$ cat src/rtl/uart_pkg.sv
// Shared UART definitions: transmitter state encoding, frame levels and the
// default baud parameters used by both the transmitter and the receiver.
package uart_pkg;

   typedef enum logic [1:0] {
      IDLE  = 2'd0,
      START = 2'd1,
      DATA  = 2'd2,
      STOP  = 2'd3
   } tx_state_t;

   localparam int   DATA_BITS      = 8;
   localparam logic START_LVL      = 1'b0;
   localparam logic STOP_LVL       = 1'b1;
   localparam int   DEF_BAUD_DIV   = 27;
   localparam int   DEF_OVERSAMPLE = 16;

   function automatic int frame_bits(input int stop_bits);
      return 1 + DATA_BITS + stop_bits;
   endfunction

endpackage

$ cat src/rtl/uart_tx_if.sv
// Byte handshake between the logger core (master) and the UART transmitter (slave).
interface uart_tx_if;

   // A byte moves on the rising edge where din_byte_vld and din_ready are both 1;
   // din_byte is only sampled on that edge, and vld while not ready is ignored.
   logic [7:0] din_byte;
   logic       din_byte_vld;
   logic       din_ready;

   modport master (output din_byte, output din_byte_vld, input din_ready);
   modport slave  (input din_byte, input din_byte_vld, output din_ready);

endinterface

$ cat src/rtl/uart_tx_baud.sv
// Oversample tick generator: one-clock tick every BAUD_DIV clocks, phase
// restarted by clr so the first tick lands exactly BAUD_DIV clocks later.
module uart_tx_baud #(
   parameter int BAUD_DIV = 27
) (
   input  logic clk,
   input  logic rst,
   input  logic clr,
   output logic tick
);

   localparam int            CW       = (BAUD_DIV > 1) ? $clog2(BAUD_DIV) : 1;
   localparam logic [CW-1:0] CNT_LAST = CW'(BAUD_DIV - 1);

   logic [CW-1:0] cnt;

   always_ff @(posedge clk) begin
      if (rst || clr) begin
         cnt <= '0;
      end else if (cnt == CNT_LAST) begin
         cnt <= '0;
      end else begin
         cnt <= cnt + CW'(1);
      end
   end

   assign tick = (cnt == CNT_LAST);

endmodule

$ cat src/rtl/uart_tx.sv
// UART transmitter: 1 start bit, 8 data bits LSB-first, STOP_BITS stop bits,
// 16x-style oversampled bit timing shared with the receiver.
module uart_tx
   import uart_pkg::*;
#(
   parameter int BAUD_DIV   = DEF_BAUD_DIV,
   parameter int OVERSAMPLE = DEF_OVERSAMPLE,
   parameter int STOP_BITS  = 1
) (
   input  logic       clk,
   input  logic       rst,
   uart_tx_if.slave   bus,
   output logic       ser_out,
   output logic       tx_busy,
   output logic       tx_done,
   output tx_state_t  state_dbg
);

   localparam int         FRAME_W   = frame_bits(STOP_BITS);
   localparam logic [3:0] SAMP_LAST = 4'(OVERSAMPLE - 1);
   localparam logic [3:0] SAMP_PEND = 4'(OVERSAMPLE - 2);
   localparam logic [2:0] DATA_LAST = 3'(DATA_BITS - 1);
   localparam logic [2:0] STOP_LAST = 3'(STOP_BITS - 1);

   tx_state_t          state, state_nxt;
   logic [FRAME_W-1:0] shift_q, shift_nxt;
   logic [3:0]         samp_cnt;
   logic [2:0]         bit_cnt;
   logic               last_pend;
   logic               tick, bit_end, accept, ready, done, ser_nxt;

   uart_tx_baud #(.BAUD_DIV(BAUD_DIV)) u_baud (
      .clk  (clk),
      .rst  (rst),
      .clr  (accept),
      .tick (tick)
   );

   assign bit_end = tick && (samp_cnt == SAMP_LAST);
   assign accept  = bus.din_byte_vld && ready;

   always_ff @(posedge clk) begin
      if (rst) begin
         state <= IDLE;
      end else begin
         state <= state_nxt;
      end
   end

   always_comb begin
      state_nxt = state;
      unique case (state)
         IDLE:    if (accept) state_nxt = START;
         START:   if (bit_end) state_nxt = DATA;
         DATA:    if (bit_end && (bit_cnt == DATA_LAST)) state_nxt = STOP;
         STOP:    if (done) state_nxt = accept ? START : IDLE;
         default: state_nxt = IDLE;
      endcase
   end

   // done comes from the pre-registered flag so the frame end costs no extra cycle
   always_comb begin
      done  = (state == STOP) && last_pend && tick && !rst;
      ready = (state == IDLE) || done;
   end

   always_comb begin
      shift_nxt = shift_q;
      if (accept) begin
         shift_nxt = {{STOP_BITS{STOP_LVL}}, bus.din_byte, START_LVL};
      end else if (bit_end && (state != IDLE)) begin
         shift_nxt = {STOP_LVL, shift_q[FRAME_W-1:1]};
      end
   end

   // The line is registered from next-state values, so the start bit begins on the accept edge
   assign ser_nxt = (state_nxt == IDLE) ? STOP_LVL : shift_nxt[0];

   always_ff @(posedge clk) begin
      if (rst) begin
         shift_q   <= '1;
         samp_cnt  <= '0;
         bit_cnt   <= '0;
         last_pend <= 1'b0;
         ser_out   <= STOP_LVL;
      end else begin
         shift_q <= shift_nxt;
         ser_out <= ser_nxt;
         if (accept || done) begin
            samp_cnt <= '0;
            bit_cnt  <= '0;
         end else if (tick && (state != IDLE)) begin
            if (samp_cnt == SAMP_LAST) begin
               samp_cnt <= '0;
               if ((state == DATA) && (bit_cnt == DATA_LAST)) begin
                  bit_cnt <= '0;
               end else if (state != START) begin
                  bit_cnt <= bit_cnt + 3'd1;
               end
            end else begin
               samp_cnt <= samp_cnt + 4'd1;
            end
         end
         if (accept || done) begin
            last_pend <= 1'b0;
         end else if ((state == STOP) && tick && (samp_cnt == SAMP_PEND) &&
                      (bit_cnt == STOP_LAST)) begin
            last_pend <= 1'b1;
         end
      end
   end

   assign bus.din_ready = ready;
   assign tx_done       = done;
   assign tx_busy       = ~ready;
   assign state_dbg     = state;

endmodule

$ cat src/flat_wrapper.sv
// flat-port wrapper written by rule: the top's interface ports become plain ports
module uart_tx_flat import uart_pkg::*;
#(
   parameter int BAUD_DIV   = DEF_BAUD_DIV,
   parameter int OVERSAMPLE = DEF_OVERSAMPLE,
   parameter int STOP_BITS  = 1
)
  (clk, rst, ser_out, tx_busy, tx_done, state_dbg, bus_din_byte, bus_din_byte_vld, bus_din_ready);
  uart_tx_if bus_i ();
  input  logic clk;
  input  logic rst;
  output logic ser_out;
  output logic tx_busy;
  output logic tx_done;
  output tx_state_t state_dbg;
  input wire logic [$bits(bus_i.din_byte)-1:0] bus_din_byte;
  input wire logic [$bits(bus_i.din_byte_vld)-1:0] bus_din_byte_vld;
  output wire logic [$bits(bus_i.din_ready)-1:0] bus_din_ready;
  assign bus_i.din_byte = bus_din_byte;
  assign bus_i.din_byte_vld = bus_din_byte_vld;
  assign bus_din_ready = bus_i.din_ready;
  uart_tx #(.BAUD_DIV(BAUD_DIV), .OVERSAMPLE(OVERSAMPLE), .STOP_BITS(STOP_BITS)) u_core (.clk(clk), .rst(rst), .bus(bus_i), .ser_out(ser_out), .tx_busy(tx_busy), .tx_done(tx_done), .state_dbg(state_dbg));
endmodule
$ cat config.mk
export PLATFORM = sky130hd
export DESIGN_NAME = uart_tx_flat
export DESIGN_NICKNAME = d
export VERILOG_FILES = /design/src/rtl/uart_pkg.sv /design/src/rtl/uart_tx_if.sv /design/src/rtl/uart_tx_baud.sv /design/src/rtl/uart_tx.sv /design/src/flat_wrapper.sv
export SDC_FILE = /design/constraint.sdc
export NUM_CORES = 1
export LEC_CHECK = 0
export CAP_MARGIN = 20
export CELL_PAD_IN_SITES_DETAIL_PLACEMENT = 1
export CELL_PAD_IN_SITES_GLOBAL_PLACEMENT = 1
export CORE_MARGIN = 8
export CORE_UTILIZATION = 44
export DETAILED_ROUTE_END_ITERATION = 8
export GPL_ROUTABILITY_DRIVEN = 1
export MAX_ROUTING_LAYER = met4
export PLACE_DENSITY_LB_ADDON = 0.3
export SYNTH_ARGS = -nofsm -noshare
export SYNTH_HDL_FRONTEND = slang
export SYNTH_SLANG_ARGS = --single-unit
$ cat constraint.sdc
create_clock -name clk -period 3.1 [get_ports clk]
set_input_delay 0.31 -clock clk [delete_from_list [all_inputs] [get_ports clk]]
set_output_delay 0.31 -clock clk [all_outputs]
set_load 0.02 [all_outputs]
Word-level counts from Yosys, hierarchy flattened
Index checks and enable logic that the tools add are counted.
- register bits after elaboration: 25
- input bits: 11
- logic and storage cells: 57
- add/subtract/negate cells: 3
- equal/unequal tests: 8
- multiplexer cells: 11
- bitwise gates (word level): 1
- reduce and logical (&&, ||, !) cells: 26
- operators with widths (operator ; number):
    $mux W9 ; 2
    $logic_and A1 B1 Y1 ; 12
    $eq A4 B4 Y1 const B ; 2
    $mux W2 ; 4
    $pmux W2 S4 ; 1
    $mux W3 ; 2
    $reduce_bool A2 Y1 ; 3
    $reduce_or A2 Y1 ; 3
    $add A5 B1 Y5 const B ; 1
    $eq A5 B5 Y1 const B ; 1
    $add A4 B1 Y4 const B ; 1
    $eq A2 B2 Y1 const B ; 2
    $logic_not A2 Y1 ; 2
    $mux W4 ; 1
    $add A3 B1 Y3 const B ; 1
    $eq A3 B3 Y1 const B ; 1
    $logic_not A3 Y1 ; 1
    $logic_or A1 B1 Y1 ; 3
    $reduce_and A3 Y1 ; 1
    $eq A2 B1 Y1 const B ; 1
    $ne A2 B1 Y1 const B ; 1
    $logic_not A1 Y1 ; 1
    $mux W1 ; 1
    $not A1 Y1 ; 1

Depth between registers and ports, before layout
Gate-level depths: netlist of the first run.
- depth after elaboration: 11
- gate-level depth with buffers: 8
- gate-level depth less buffers: 6

Cells and area by module
From an unflattened synthesis of the first run, not the netlist that was laid out.
- cell total of the unflattened synthesis: 137
- area, all modules: 1232.4 sq um
- by module, submodules not included (module ; instances ; cells an instance ; area an instance (sq um)):
    uart_tx ; 1 ; 117 ; 1027.2
    uart_tx_baud ; 1 ; 20 ; 205.2

Worst setup path before layout of the first run
No wires, ideal clock.
- path type: flip-flop to output port
- from: register u_core.u_baud.cnt[0]
- to: output port tx_busy
- data arrival time: 1352 ps
- required time: 2790 ps
- path slack: 1438 ps
- cell stages (with the launch flop): 7
- path buffers: 1
- cells stage by stage: dfxtp_1 inv_1 ha_1 nand4b_1 buf_6 o31ai_4 inv_1
- cells in the longest elaborated chain, start to end: 5
- ends and longest elaborated chain (element ; line ; text):
    start: declaration ; uart_tx_baud.sv:15 ; logic [CW-1:0] cnt;
    start signal: assignment ; uart_tx_baud.sv:23 ; cnt <= cnt + CW'(1);
    $eq A5 B5 Y1 ; uart_tx_baud.sv:27 ; assign tick = (cnt == CNT_LAST);
    $logic_and A1 B1 Y1 (2 in series) ; uart_tx.sv:63 ; done = (state == STOP) && last_pend && tick && !rst;
    $logic_or A1 B1 Y1 ; uart_tx.sv:64 ; ready = (state == IDLE) || done;
    net bus_din_ready ; flat_wrapper.sv:18 ; output wire logic [$bits(bus_i.din_ready)-1:0] bus_din_ready;
    $not A1 Y1 ; uart_tx.sv:115 ; assign tx_busy = ~ready;
    end: declaration ; flat_wrapper.sv:13 ; output logic tx_busy;
The timed path passes the listed nets, and every way through them passes these cells.

Worst setup path after layout of the first run
- from: register u_core.u_baud.cnt[0]
- to: output port tx_done
- cells in the longest elaborated chain, start to end: 3
- ends and longest elaborated chain (element ; line ; text):
    $eq A5 B5 Y1 ; uart_tx_baud.sv:27 ;
    $logic_and A1 B1 Y1 (2 in series) ; uart_tx.sv:63 ;
    end: declaration ; flat_wrapper.sv:14 ; output logic tx_done;
Every way passes these cells.

==> flow_summary.toml, run 1 <==
[logic_synthesis]
ys_types = 47
synth_area_leaders = "dfxtp_1, ha_1, mux2i_1, nand3_1, a2bb2oi_1"
synth_seq_area_share_pct = 38.5
synth_area_mm2 = 0.00130
syn_nets = 158
synth-edff-count = 0
ys_seq_elements = 25
synthCells = 140
yosysTopAreaCellShare_pct = 38.5
synth.largest_area_cell = "dfxtp_1"
ys_async_sr_fraction_pct = 0
yosys_warnings = 0
synth_ff_type = "dfxtp_1"
avgSynthCellArea_um2 = 9.28

[cts]
cts.reportedPaths.clkPinSlew_ns = 0.13
cts.sinks = 25
postCtsHoldBufs = 0
htreeDepth = 1
numCtsBuffers = 3
post-cts-setup-buffer-count = 0
clk_latency_ns = 0.34
cts-root-buf = "clkbuf_4"
cts_tree = "yes"
cts_resized = 0
cts_max_path_buffers = 2

[sta]
drv_slew = 0
hold_viol = 0
tightestPinTransition_ns = 0.605
fmax_ghz = 0.400
min_period_ns = 2.50
relSlewSlack_pct = 59.6
fin_skew_ns = 0.0114
setup_ws_ns = 0.600
timing.final.crit_share_pct = 80.6
setup_tns_ns = 0
rsz0062_at_grt = "false"
setup_violations = 0

[worst_setup_path]
worstPathRequired_ns = 2.79
cp-end-kind = "output port"
crit_path_start = "u_core.u_baud.cnt[0]$_SDFF_PP0_"
cp.arrival_ns = 2.19
r2r_start = "u_core.u_baud.cnt[0]$_SDFF_PP0_"
start_kind = "flop"
crit_fanout = 6
r2r_cells = 7
setup.worst_path.class = "flop to output port"

[global_route]
overflow = 0
grt_pass1_vias = 1207
track_usage_pct = 13.6
grt_max_degree = 15
antenna_found_initial = 0
grt_pass1_wl_mm = 5.43

[finish]
area_delta_synth_final_pct = 14.9
nNetsFinal = 174
layout_common_cells = "dfxtp_1, clkdlybuf4s50_1, nand3_1, nor2_1"
drive_gt1_share_pct = 9.03
mostFrequentLayoutCell = "dfxtp_1"
n_antenna_cell = 0
fin_area_mm2 = 0.00149

[hold_path]
min-delay-start = "u_core.bit_cnt[0]$_SDFFE_PP0P_"
holdPathStages = 2
hold_class = "flop to flop"

[power]
ir_drop_uv = 204
p_per_area_mw_per_mm2 = 377
leakage_nw = 0.538

[floorplan]
core_area_mm2 = 0.00278
ioPinCount = 17
fp.dieW_um = 70.3
start_util_pct = 46.7
die_h_um = 70.3
die_area_mm2 = 0.00495
placementRows = 19

[drt]
first_pass_iters = 3
drtIter0Drc = 47
viasPerCell = 5.93
drc = 0
wire_per_inst_um = 16.4
wl_mm = 3.05
antenna_left = 0
vias = 1103

[placement]
dp_hpwl_mm = 2.40
detailed_place.area_mm2 = 0.00147
port_buffers = 16
gp_congestion = 0.778
pre_cts_ws_ns = 0.612

[status]
outcome = "completed"

[job]
cap_violations = 0
synth_stat cells, types with 3 or more instances:
library cell,count
a21oi_1,8
a2bb2oi_1,7
dfxtp_1,25
ha_1,7
inv_1,7
mux2i_1,8
nand2_1,6
nand3_1,13
nor2_1,11
xor2_1,3
final cells by class:
type | instances | area, um2
fillers | 336 | 1290
clock buffers | 3 | 22.5
inverters | 8 | 30.0
flip-flops and latches | 25 | 500
repair buffers | 17 | 168
well taps | 31 | 38.8
multi-input cells | 101 | 728
clock inverters | 1 | 5.00
sequential cells by signal (all words and copies together) (netlist names):
name and cells:
u_core.shift_q 9, u_core.u_baud.cnt 5, u_core.samp_cnt 4, u_core.bit_cnt 3, u_core.state_dbg 2, u_core.last_pend 1
u_core.ser_out 1
worst paths after layout:
| path | end | slack [ns] |
|---|---|---|
| max reg2reg | u_core.shift_q[5]$_SDFFE_PP1P_ | 1.17 |
| max | tx_done | 0.60 |
| min | u_core.bit_cnt[0]$_SDFFE_PP0P_ | 0.50 |
| min reg2reg | u_core.bit_cnt[0]$_SDFFE_PP0P_ | 0.50 |
logic make-up after synthesis:
group                    share of synthesized area [%]
buffers and inverters                             5.40
adder cells (fa/ha/maj)                           6.74
AO/OA/AOI/OAI                                     19.7
multiplexers                                      6.17
flip-flops                                        38.5
AND/OR/NAND/NOR                                   20.8
XOR/XNOR                                          2.70
power breakdown:
| group | internal [mW] | total [mW] | switching (mW) |
|---|---|---|---|
| combinational | 0.0359 | 0.0704 | 0.0345 |
| clock | 0.0486 | 0.151 | 0.103 |
| sequential | 0.333 | 0.342 | 0.00851 |
routing by layer:
layer,wire length [um],track usage (%)
met1,1340,14.5
met2,1580,23.8
met3,61,1.98
met4,67,6.70
met5,0,-
through the flow:
stage	hold slack, ns	std cells	total power [mW]	utilization (%)
2_1_floorplan	0.430	140	0.389	-
3_3_place_gp	0.443	182	0.416	52.7
3_5_place_dp	0.481	182	0.420	52.7
4_1_cts	0.501	186	0.574	53.7
5_1_grt	0.525	186	0.589	53.7
6_report	0.496	186	0.563	53.7
worst max-delay path: stages (launching register included):
cell and delay, ns:
dfxtp_1 0.36, inv_1 0.07, ha_1 0.16, and4b_1 0.33, nand3_1 0.19, nor2_1 0.13, clkdlybuf4s50_1 0.62
Note: power is estimated with default switching activity, not from simulation.
==> inputs of run 2 (changes only) <==
--- a/config.mk
+++ b/config.mk
@@ -9,7 +9,7 @@
 export CELL_PAD_IN_SITES_DETAIL_PLACEMENT = 1
 export CELL_PAD_IN_SITES_GLOBAL_PLACEMENT = 1
 export CORE_MARGIN = 8
-export CORE_UTILIZATION = 44
+export CORE_UTILIZATION = 41
 export DETAILED_ROUTE_END_ITERATION = 8
 export GPL_ROUTABILITY_DRIVEN = 1
 export MAX_ROUTING_LAYER = met4
==> constraint.sdc (replaced) <==
create_clock -name clk -period 2.38 [get_ports clk]
set_input_delay 0.238 -clock clk [delete_from_list [all_inputs] [get_ports clk]]
set_output_delay 0.238 -clock clk [all_outputs]
set_load 0.02 [all_outputs]
==> run 2 against run 1 <==
Cell count grew 8.1%. Sequential power increased by 30%. Sequential share of layout area fell by 0.71 points. Die area rose by 5.6%. Global-route usage fell by 0.46 points. Largest cell class unchanged. Clock-buffer cell count unchanged. First-iteration DRC count rose by 83%. Core utilization down 3.2 points. Largest power group unchanged. Cell area increased by 2.4%. Via count is the same. Worst hold slack got worse by 0.017 ns.
==> flow_summary.toml, run 2 (synthesis gave the netlist of run 1 again) <==
[status]
outcome = "completed"

[cts]
cts_tree = "yes"
numCtsBuffers = 3
clk_latency_ns = 0.33
cts.sinks = 25
htreeDepth = 1
cts_max_path_buffers = 2
cts.reportedPaths.clkPinSlew_ns = 0.15
cts-root-buf = "clkbuf_4"
post-cts-setup-buffer-count = 0

[power]
leakage_nw = 0.572
p_per_area_mw_per_mm2 = 485
ir_drop_uv = 259

[finish]
utilization_pct = 50.5
fin_area_mm2 = 0.00153
regMostFlops = "u_core.shift_q"
drive_gt1_share_pct = 10.8
nNetsFinal = 176
area_delta_synth_final_pct = 17.7
largest_registers = "u_core.shift_q: 9 flops, u_core.u_baud.cnt: 5 flops, u_core.samp_cnt: 4 flops"
fillers = 359
seq_area_um2 = 502
multi_input_area_um2 = 728
layout_common_cells = "dfxtp_1, nand3_1, clkdlybuf4s50_1, nor2_1"
mostFrequentLayoutCell = "dfxtp_1"
n_antenna_cell = 0
largest_register_ffs = 9

[global_route]
grt_max_degree = 15
grt_pass1_wl_mm = 5.43
overflow = 0
antenna_found_initial = 0
grt_pass1_vias = 1165
track_usage_pct = 13.1

[worst_setup_path]
cp-end-kind = "output port"
start_kind = "flop"
setup.worst_path.class = "flop to output port"
path_cells = "inv_1, ha_1, and4b_1, nand3_1, nor2_1, dlygate4sd2_1"
crit_fanout = 6
cpMaxStageDelayCell = "dfxtp_1"
crit_path_max_incr_delay_ns = 0.36
cp.arrival_ns = 1.87
worstPathRequired_ns = 2.14

[floorplan]
core_area_mm2 = 0.00303
ioPinCount = 17
die_area_mm2 = 0.00522
placementRows = 20
start_util_pct = 42.9
fp.dieW_um = 72.3
die_h_um = 72.3

[sta]
relSlewSlack_pct = 62.9
min_period_ns = 2.11
setup_tns_ns = 0
setup_violations = 0
rsz0062_at_grt = "false"
tightestPinTransition_ns = 0.557
fmax_ghz = 0.474
timing.final.crit_share_pct = 88.6
fin_skew_ns = 0.00608
hold_viol = 0
drv_slew = 0

[drt]
drc = 0
drtIter0Drc = 86
viasPerCell = 5.49
antenna_left = 0
wl_mm = 3.16
vias = 1103
wire_per_inst_um = 15.7
first_pass_iters = 4

[placement]
dp_hpwl_mm = 2.43
detailed_place.area_mm2 = 0.00150
gp_congestion = 0.814
port_buffers = 16

[job]
cap_violations = 0

[hold_path]
hold_class = "flop to flop"
==> run 2: changes by cell type in the layout (fill, tap and decap cells not counted) <==
cell / previous run / this run
clkdlybuf4s50_1: 16 / 13
buf_4: 1 / 3
dlymetal6s2s_1: 0 / 2
dfxtp_1: 25 / 24
dfxtp_2: 0 / 1
dlygate4sd2_1: 0 / 1
==> run 2: per-layer routing <==
layer | vias to the layer above | wire (um) | GRT usage, %
li1 | 553 | - | -
met1 | 537 | 1410 | 15.1
met2 | 9 | 1640 | 22.8
met3 | 4 | 75 | 1.93
met4 | 0 | 35 | 4.08
met5 | - | 0 | -
==> run 2: power breakdown <==
part           switching [mW]  internal (mW)
clock                   0.140         0.0630
sequential             0.0115          0.434
combinational          0.0458         0.0474
==> run 2: cell type report <==
cell class	count	area share (%)
inverter	8	1.96
tap	44	3.60
clock inverter	1	0.327
multi-input combinational	101	47.6
sequential	25	32.8
clock buffer	3	1.47
timing repair buffer	19	12.2
==> run 2: per-stage QoR <==
step	setup WS [ns]	std cells	total power, mW	hold WS, ns
floorplan	0.790	140	0.506	0.398
global placement	0.307	197	0.544	0.441
detailed placement	0.273	197	0.549	0.451
CTS	0.0336	201	0.747	0.477
global route	0.149	201	0.772	0.473
finish	0.271	201	0.742	0.479
==> run 2: path summary, 6_finish.rpt <==
check	start	endpoint	slack (ns)	cells past startpoint
min reg2reg	u_core.u_baud.cnt[0]$_SDFF_PP0_	u_core.u_baud.cnt[0]$_SDFF_PP0_	0.48	1
min	u_core.u_baud.cnt[0]$_SDFF_PP0_	u_core.u_baud.cnt[0]$_SDFF_PP0_	0.48	1
max	u_core.u_baud.cnt[0]$_SDFF_PP0_	tx_done	0.27	6
max reg2reg	u_core.u_baud.cnt[0]$_SDFF_PP0_	u_core.shift_q[8]$_SDFFE_PP1P_	0.40	8
==> run 2: timing repair <==
item                       CTS  global route
setup endpoints to repair    1             2
hold buffers                 0             0
pin swaps                    0             0
resized for setup            1             3
==> run 2: worst max-delay path, delay by kind of cell, from the launching register on <==
family | cells | cell delay (ns)
buffers and inverters | 2 | 0.40
AND/OR/NAND/NOR | 3 | 0.62
adder cells (fa/ha/maj) | 1 | 0.16
flip-flops | 1 | 0.36
